[src/rtl/nibble_serial_pkg.sv]
// Shared types and constants for the nibble-serial adder sequencer.
package nibble_serial_pkg;

    localparam int NIBBLE_W = 4;

    typedef enum logic [1:0] {
        IDLE = 2'd0,
        RUN  = 2'd1,
        DONE = 2'd2
    } state_t;

endpackage

[src/rtl/nibble_adder_slice.sv]
// Purely combinational 4-bit ripple-carry adder slice reused once per nibble.
module nibble_adder_slice
    import nibble_serial_pkg::*;
(
    input  logic [NIBBLE_W-1:0] a,
    input  logic [NIBBLE_W-1:0] b,
    input  logic                ci,
    output logic [NIBBLE_W-1:0] s,
    output logic                co
);

    logic c;

    always_comb begin
        c = ci;
        s = '0;
        for (int i = 0; i < NIBBLE_W; i++) begin
            s[i] = a[i] ^ b[i] ^ c;
            c    = (a[i] & b[i]) | (c & (a[i] ^ b[i]));
        end
        co = c;
    end

endmodule

[src/rtl/nibble_serial_add_ctrl.sv]
// WIDTH-bit adder that walks one 4-bit slice from LSB to MSB nibble, one per clock.
// Optional subtract mode (a - b) via the NIBBLE_SERIAL_SUB_EN macro, which adds the sub input.
module nibble_serial_add_ctrl
    import nibble_serial_pkg::*;
#(
    parameter int WIDTH = 16
)
(
    input  logic             clk,
    input  logic             reset,
    input  logic             start,
    input  logic [WIDTH-1:0] a,
    input  logic [WIDTH-1:0] b,
    input  logic             cin,
`ifdef NIBBLE_SERIAL_SUB_EN
    input  logic             sub,
`endif
    output logic             busy,
    output logic             done,
    output logic [WIDTH-1:0] sum,
    output logic             cout,
    output logic             overflow
);

    localparam int NIBBLES = WIDTH / NIBBLE_W;
    localparam int IDX_W   = (NIBBLES > 1) ? $clog2(NIBBLES) : 1;
    localparam logic [IDX_W-1:0] LAST_IDX = IDX_W'(NIBBLES - 1);

    generate
        if ((WIDTH < NIBBLE_W) || ((WIDTH % NIBBLE_W) != 0)) begin : g_width_check
            $error("nibble_serial_add_ctrl: WIDTH must be a multiple of 4 and >= 4");
        end
    endgenerate

    // Handshake: start is accepted only in IDLE (busy=0). busy stays high through
    // RUN and DONE; done pulses for the single DONE cycle, when sum/cout/overflow
    // are final. They then hold until the next accepted start.

    state_t               state;
    state_t               state_next;
    logic [WIDTH-1:0]     a_reg;
    logic [WIDTH-1:0]     b_reg;
    logic [WIDTH-1:0]     b_eff;
    logic                 carry_reg;
    logic                 carry_init;
    logic [IDX_W-1:0]     idx;
    logic                 last_nibble;
    logic [NIBBLE_W-1:0]  slice_a;
    logic [NIBBLE_W-1:0]  slice_b;
    logic [NIBBLE_W-1:0]  slice_s;
    logic                 slice_co;

`ifdef NIBBLE_SERIAL_SUB_EN
    logic sub_reg;

    // Subtraction is a + ~b + 1, so cin is replaced by a forced carry of 1.
    assign b_eff      = sub_reg ? ~b_reg : b_reg;
    assign carry_init = sub ? 1'b1 : cin;
`else
    assign b_eff      = b_reg;
    assign carry_init = cin;
`endif

    assign last_nibble = (idx == LAST_IDX);
    assign slice_a     = a_reg[NIBBLE_W*idx +: NIBBLE_W];
    assign slice_b     = b_eff[NIBBLE_W*idx +: NIBBLE_W];

    nibble_adder_slice u_slice (
        .a  (slice_a),
        .b  (slice_b),
        .ci (carry_reg),
        .s  (slice_s),
        .co (slice_co)
    );

    always_ff @(posedge clk or posedge reset) begin
        if (reset) begin
            state <= IDLE;
        end else begin
            state <= state_next;
        end
    end

    always_comb begin
        state_next = state;
        unique case (state)
            IDLE:    if (start) state_next = RUN;
            RUN:     if (last_nibble) state_next = DONE;
            DONE:    state_next = IDLE;
            default: state_next = IDLE;
        endcase
    end

    assign busy = (state == RUN) || (state == DONE);
    assign done = (state == DONE);

    always_ff @(posedge clk or posedge reset) begin
        if (reset) begin
            a_reg     <= '0;
            b_reg     <= '0;
            carry_reg <= 1'b0;
            idx       <= '0;
            sum       <= '0;
            cout      <= 1'b0;
            overflow  <= 1'b0;
`ifdef NIBBLE_SERIAL_SUB_EN
            sub_reg   <= 1'b0;
`endif
        end else begin
            if ((state == IDLE) && start) begin
                a_reg     <= a;
                b_reg     <= b;
                carry_reg <= carry_init;
                idx       <= '0;
                sum       <= '0;
                cout      <= 1'b0;
                overflow  <= 1'b0;
`ifdef NIBBLE_SERIAL_SUB_EN
                sub_reg   <= sub;
`endif
            end else if (state == RUN) begin
                sum[NIBBLE_W*idx +: NIBBLE_W] <= slice_s;
                carry_reg                     <= slice_co;
                if (last_nibble) begin
                    cout     <= slice_co;
                    // Signed overflow: like-signed operands yielding a result of the other sign.
                    overflow <= (a_reg[WIDTH-1] == b_eff[WIDTH-1]) &&
                                (slice_s[NIBBLE_W-1] != a_reg[WIDTH-1]);
                end else begin
                    idx <= idx + 1'b1;
                end
            end
        end
    end

endmodule

[config.mk]
export PLATFORM = sky130hd
export DESIGN_NAME = nibble_serial_add_ctrl
export DESIGN_NICKNAME = d
export VERILOG_FILES = /design/src/rtl/nibble_serial_pkg.sv /design/src/rtl/nibble_adder_slice.sv /design/src/rtl/nibble_serial_add_ctrl.sv
export SDC_FILE = /design/constraint.sdc
export NUM_CORES = 1
export LEC_CHECK = 0
export ABC_AREA = 0
export ABC_CLOCK_PERIOD_IN_PS = 4400
export CAP_MARGIN = 20
export CORE_MARGIN = 2
export CORE_UTILIZATION = 34
export DETAILED_ROUTE_END_ITERATION = 8
export GPL_TIMING_DRIVEN = 1
export PLACE_DENSITY_LB_ADDON = 0.15
export SETUP_SLACK_MARGIN = 0.05
export SLEW_MARGIN = 30
export SYNTH_ARGS = -nofsm -noshare
export SYNTH_HDL_FRONTEND = slang
export SYNTH_HIERARCHICAL = 1
export SYNTH_SLANG_ARGS = --single-unit
[constraint.sdc]
create_clock -name clk -period 4.4 [get_ports clk]
set_clock_uncertainty 0.15 [all_clocks]
set_input_delay 1.32 -clock clk [delete_from_list [all_inputs] [get_ports clk]]
set_output_delay 1.32 -clock clk [all_outputs]
set_load 0.05 [all_outputs]
# Word-level counts from Yosys, hierarchy flattened
# Index checks and enable logic that the tools add are counted.
# word_totals
elab_cells,68
reg_bits,55
input_bits,36
# op_classes
reduce_logical,9
shifts,4
n_eq_ne,8
bitwise_logic,20
muxes,17
n_addsub,2
# op_table
cell,n
4-bit negator with 34-bit output,1
"4-bit by 34-bit variable shift with 16-bit output, first input constant",1
4-bit by 34-bit variable part select with 16-bit output,1
16-bit two-way mux,2
16-bit by 5-bit variable part select with 4-bit output,2
16-bit bitwise mux,1
2-bit two-way mux,5
1-bit AND,8
1-bit two-way mux,8
1-bit bitwise XOR,8
2-bit AND reduction,3
"2-bit == test, second input constant",2
"2-bit inequality test, second input constant",2
1-bit OR,4
2-bit case mux with 2 select lines,1
2-bit nonzero test,2
"2-bit by 1-bit adder with 2-bit output, second input constant",1
"2-bit by 1-bit == test with 1-bit output, second input constant",1
1-bit logical AND,2
2-bit logical NOT,1
"2-bit by 1-bit inequality test with 1-bit output, second input constant",1
1-bit == test,1
1-bit logical OR,1
1-bit inequality test,1

# Longest topological paths before layout
# logic_depth
ltp_word,14
ltp_mapped,13

# Cells and area by module
# Netlist, hierarchy kept.
# by_module_without_submodules
mod,cells_per_inst,seq_area_each_um2,n_inst,area_per_inst_um2
nibble_serial_add_ctrl,196,1376.3,1,2670.1
nibble_adder_slice,14,0.0,1,117.6

# Least setup slack after synthesis
# No wires, ideal clock.
# synth_path
path_kind,register to register
from,register idx[0]
to,register overflow
arrival_ps,3213
required_time_ps,4121
path_slack_ps,908
n_path_buf,1
setup_ps,129
stages_incl_launch_ff,14
path_cell_list,dfrtp_1 -> buf_4 -> mux4_2 -> fa_1 -> inv_1 -> fa_1 -> inv_1 -> fa_1 -> inv_1 -> fa_1 -> inv_1 -> nor2b_1 -> a221oi_1 -> nor3_1
# synth_via
elab_chain_len,14
word_cells_on_any_way,24
cone_classes,eq/ne (2); shift (2); mux (3); bitwise (14); reduce/logical (3)
# synth_rtl
element,line,text
start: declaration,nibble_serial_add_ctrl.sv:46,logic [IDX_W-1:0] idx;
start signal: assignment,nibble_serial_add_ctrl.sv:130,idx <= idx + 1'b1;
16-bit by 5-bit variable part select with 4-bit output *,nibble_serial_add_ctrl.sv:65,assign slice_a = a_reg[NIBBLE_W*idx +: NIBBLE_W];
net slice_a[0],nibble_serial_add_ctrl.sv:48,logic [NIBBLE_W-1:0] slice_a;
1-bit bitwise XOR,nibble_adder_slice.sv:19,c = (a[i] & b[i]) | (c & (a[i] ^ b[i]));
1-bit AND,nibble_adder_slice.sv:19,
1-bit OR *,nibble_adder_slice.sv:19,
1-bit AND *,nibble_adder_slice.sv:19,
1-bit OR *,nibble_adder_slice.sv:19,
1-bit AND *,nibble_adder_slice.sv:19,
1-bit OR *,nibble_adder_slice.sv:19,
1-bit bitwise XOR *,nibble_adder_slice.sv:18,s[i] = a[i] ^ b[i] ^ c;
net slice_s[3],nibble_serial_add_ctrl.sv:50,logic [NIBBLE_W-1:0] slice_s;
1-bit inequality test *,nibble_serial_add_ctrl.sv:128,(slice_s[NIBBLE_W-1] != a_reg[WIDTH-1]);
1-bit logical AND *,nibble_serial_add_ctrl.sv:127,overflow <= (a_reg[WIDTH-1] == b_eff[WIDTH-1]) &&
1-bit two-way mux *,nibble_serial_add_ctrl.sv:124,if (last_nibble) begin
1-bit two-way mux *,nibble_serial_add_ctrl.sv:121,end else if (state == RUN) begin
1-bit two-way mux *,nibble_serial_add_ctrl.sv:110,if ((state == IDLE) && start) begin
end signal: assignment,nibble_serial_add_ctrl.sv:127,
end: declaration,nibble_serial_add_ctrl.sv:22,output logic overflow
# The timed path passes the listed nets; every way through them passes the cells marked *. The select of a mux whose other input is x is not followed.
# A chain may end at the register's enable or synchronous reset.

# Worst setup path after layout
# Same ends and word-level chain as after synthesis.

==> out/metrics.cfg <==
[run_status]
outcome = completed

[setup_path]
cp-start-kind = flop
crit_path_max_fanout = 7
end_kind = flop
critPathArrivalTime_ns = 3.62
crit_path_start = idx[0]
r2r_slack_ns = 0.80
rr_worst_depth = 12
worst-setup-path-type = flop to flop
cp-endpoint = overflow
r2r_start = idx[0]
worstPathRequired_ns = 4.43
reg2reg_to = overflow

[clock_network]
h-tree-depth = 2
clock_sinks = 55
clk_latency_ns = 0.31
cts-root-buf = clkbuf_8
post-cts-setup-buffer-count = 0
cts_buffers = 5
cts_tree = built
clock_path_buffers = 2
cts_hold_buffers = 0
path_clk_slew_ns = 0.10
cts-resized-gates = 0

[routing]
firstDrtPassIters = 4
routedWlPerCell_microns = 14.2
routed_via_density = 4.57
routed_wl_microns = 5280
remaining_drc_errors = 0
drtAntennaViolNets = 0
drt_first_iter_violations = 65
vias = 1701

[hold_path]
hp-class = flop to flop

[timing]
min_period_ns = 3.60
fin_crit_sh_pct = 81.7
fmax_ghz = 0.278
finalSetupViolCount = 0
tightest_slew_ns = 0.626
worst_slack_ns = 0.804
hold_viol = 0
slew_headroom_pct = 58.3
slew_violations = 0
rsz0062_at_grt = no
setup_tns_ns = 0

[placed_design]
preCtsSetupSlack_ns = 0.741
place_congestion = 0.747
hpwlAfterDp_microns = 3960
io_buffer_count = 55

[grt]
grtUsageTotal_pct = 13.0
grt_max_degree = 37
antenna_found_initial = 0
grt_pass1_wl_microns = 8870
gr-total-overflow = 0
grt_pass1_vias = 1745

[layout]
fin_util_pct = 42.9
multi_input_area_sq_um = 1250
nets = 317
n_antenna_cell = 0
fillers = 787
syn_to_final_growth_pct = 24.7
drive_above_1_share_pct = 19.9
ff_latch_area_sq_um = 1380

[synthesis]
ys_seq_area_share_pct = 49.4
avgSynthCellArea_sq_um = 13.3
synth_edf_count = 0
synthCells = 210
synth-seq-cells = 55
syn-cell-area_sq_um = 2790
ys_async_sr_fraction_pct = 100
yosysWarnings = 6
ys.flop_type = dfrtp_1
syn_nets = 261
synth_cell_types = 28

[run]
cap_violations = 0

[die]
die-area_sq_um = 8940
die-width_microns = 94.6
io_pins = 56
rows = 33
core_area_sq_um = 8090
die_h_microns = 94.6
initial_core_util_pct = 34.4

[power]
vdd_drop_max_v = 0.000261
powerDensity_nw_per_um2 = 707
leakage_nw = 1.52

==> synth_stat cells, types with 2 or more instances <==
| master | count | area, sq um |
|---|---|---|
| a21oi_1 | 5 | 25.0 |
| a22o_1 | 2 | 17.5 |
| a22oi_1 | 4 | 30.0 |
| buf_12 | 2 | 40.0 |
| buf_4 | 2 | 15.0 |
| buf_6 | 3 | 33.8 |
| dfrtp_1 | 55 | 1380 |
| fa_1 | 4 | 80.1 |
| ha_1 | 11 | 138 |
| inv_1 | 16 | 60.1 |
| mux2_2 | 8 | 90.1 |
| mux2_4 | 26 | 390 |
| mux2i_1 | 2 | 20.0 |
| mux4_2 | 8 | 180 |
| nand2_1 | 27 | 101 |
| nand3_1 | 2 | 10.0 |
| nand4_1 | 3 | 18.8 |
| nor2_1 | 5 | 18.8 |
| o21ai_0 | 16 | 80.1 |
==> routing by layer <==
metal / vias to the layer above / GRT usage (%) / wire length (microns)
met5: - / 0 / 0
met4: 0 / 3.62 / 44
met3: 6 / 2.79 / 261
met2: 45 / 20.1 / 2450
met1: 820 / 18.5 / 2520
li1: 830 / - / -
==> logic make-up after synthesis <==
kind of cell | Yosys count | synth area share [%]
compound gates | 28 | 5.79
buf+inv | 25 | 5.65
flops | 55 | 49.4
simple gates | 42 | 6.64
mux | 44 | 24.4
fa+ha+maj | 15 | 7.81
xor+xnor | 1 | 0.314
==> where the power goes <==
group          leakage [nW]  internal (mW)  switching (mW)  total (mW)
clock network        0.0422          0.112           0.161       0.273
logic                 0.787          0.646           0.696        1.34
registers             0.687          0.704           0.139       0.843
total                  1.52           1.46           0.995        2.46
==> worst min-delay path by stage <==
stage / startpoint / to / slack (ns) / cells after the start
2_1_floorplan: a_reg[10] / a_reg[10] / 0.33 / 1
3_3_place_gp: sum[2] / sum[2] / 0.31 / 2
3_5_place_dp: sum[8] / sum[8] / 0.32 / 2
4_1_cts: sum[1] / sum[1] / 0.34 / 2
5_1_grt: sum[2] / sum[2] / 0.36 / 2
6_report: sum[1] / sum[1] / 0.33 / 2
==> area by class of cell <==
cell class                 count  area share [%]
clock buffer                   7            2.20
timing repair buffer          58            16.5
multi-input combinational    130            36.1
clock inverter                 1           0.144
sequential                    55            39.6
inverter                      16            1.73
tap                          105            3.78
==> through the flow <==
stage          hold WS, ns  total power, mW  instance area (sq um)  std cells
6_report             0.332             2.46                   3480        372
5_1_grt              0.358             2.67                   3480        372
4_1_cts              0.342             2.50                   3480        372
3_5_place_dp         0.320             2.22                   3390        364
3_3_place_gp         0.311             2.20                   3390        364
2_1_floorplan        0.325             1.90                   2790        210
==> layout by cell type (no fill, tap or decap), types with 3 or more instances in the layout <==
master,instances
inv_1,15
ha_1,11
buf_4,3
a21oi_1,5
clkdlybuf4s50_1,55
mux2_4,26
nand4_1,3
mux2_2,8
mux4_2,8
o21ai_0,16
a22oi_1,4
clkbuf_8,5
nor2_1,5
fa_1,4
dfrtp_1,55
nand2_1,27
==> worst max-delay path, stage by stage, from the launching register on <==
cell and delay, ns:
dfrtp_1 0.60, mux4_2 0.59, fa_1 0.42, inv_1 0.08
fa_1 0.16, inv_1 0.05, fa_1 0.35, inv_1 0.08
fa_1 0.40, inv_1 0.15, nor2b_1 0.06, a221oi_1 0.31
nor3_1 0.09
Note: power is estimated with default switching activity, not from simulation.
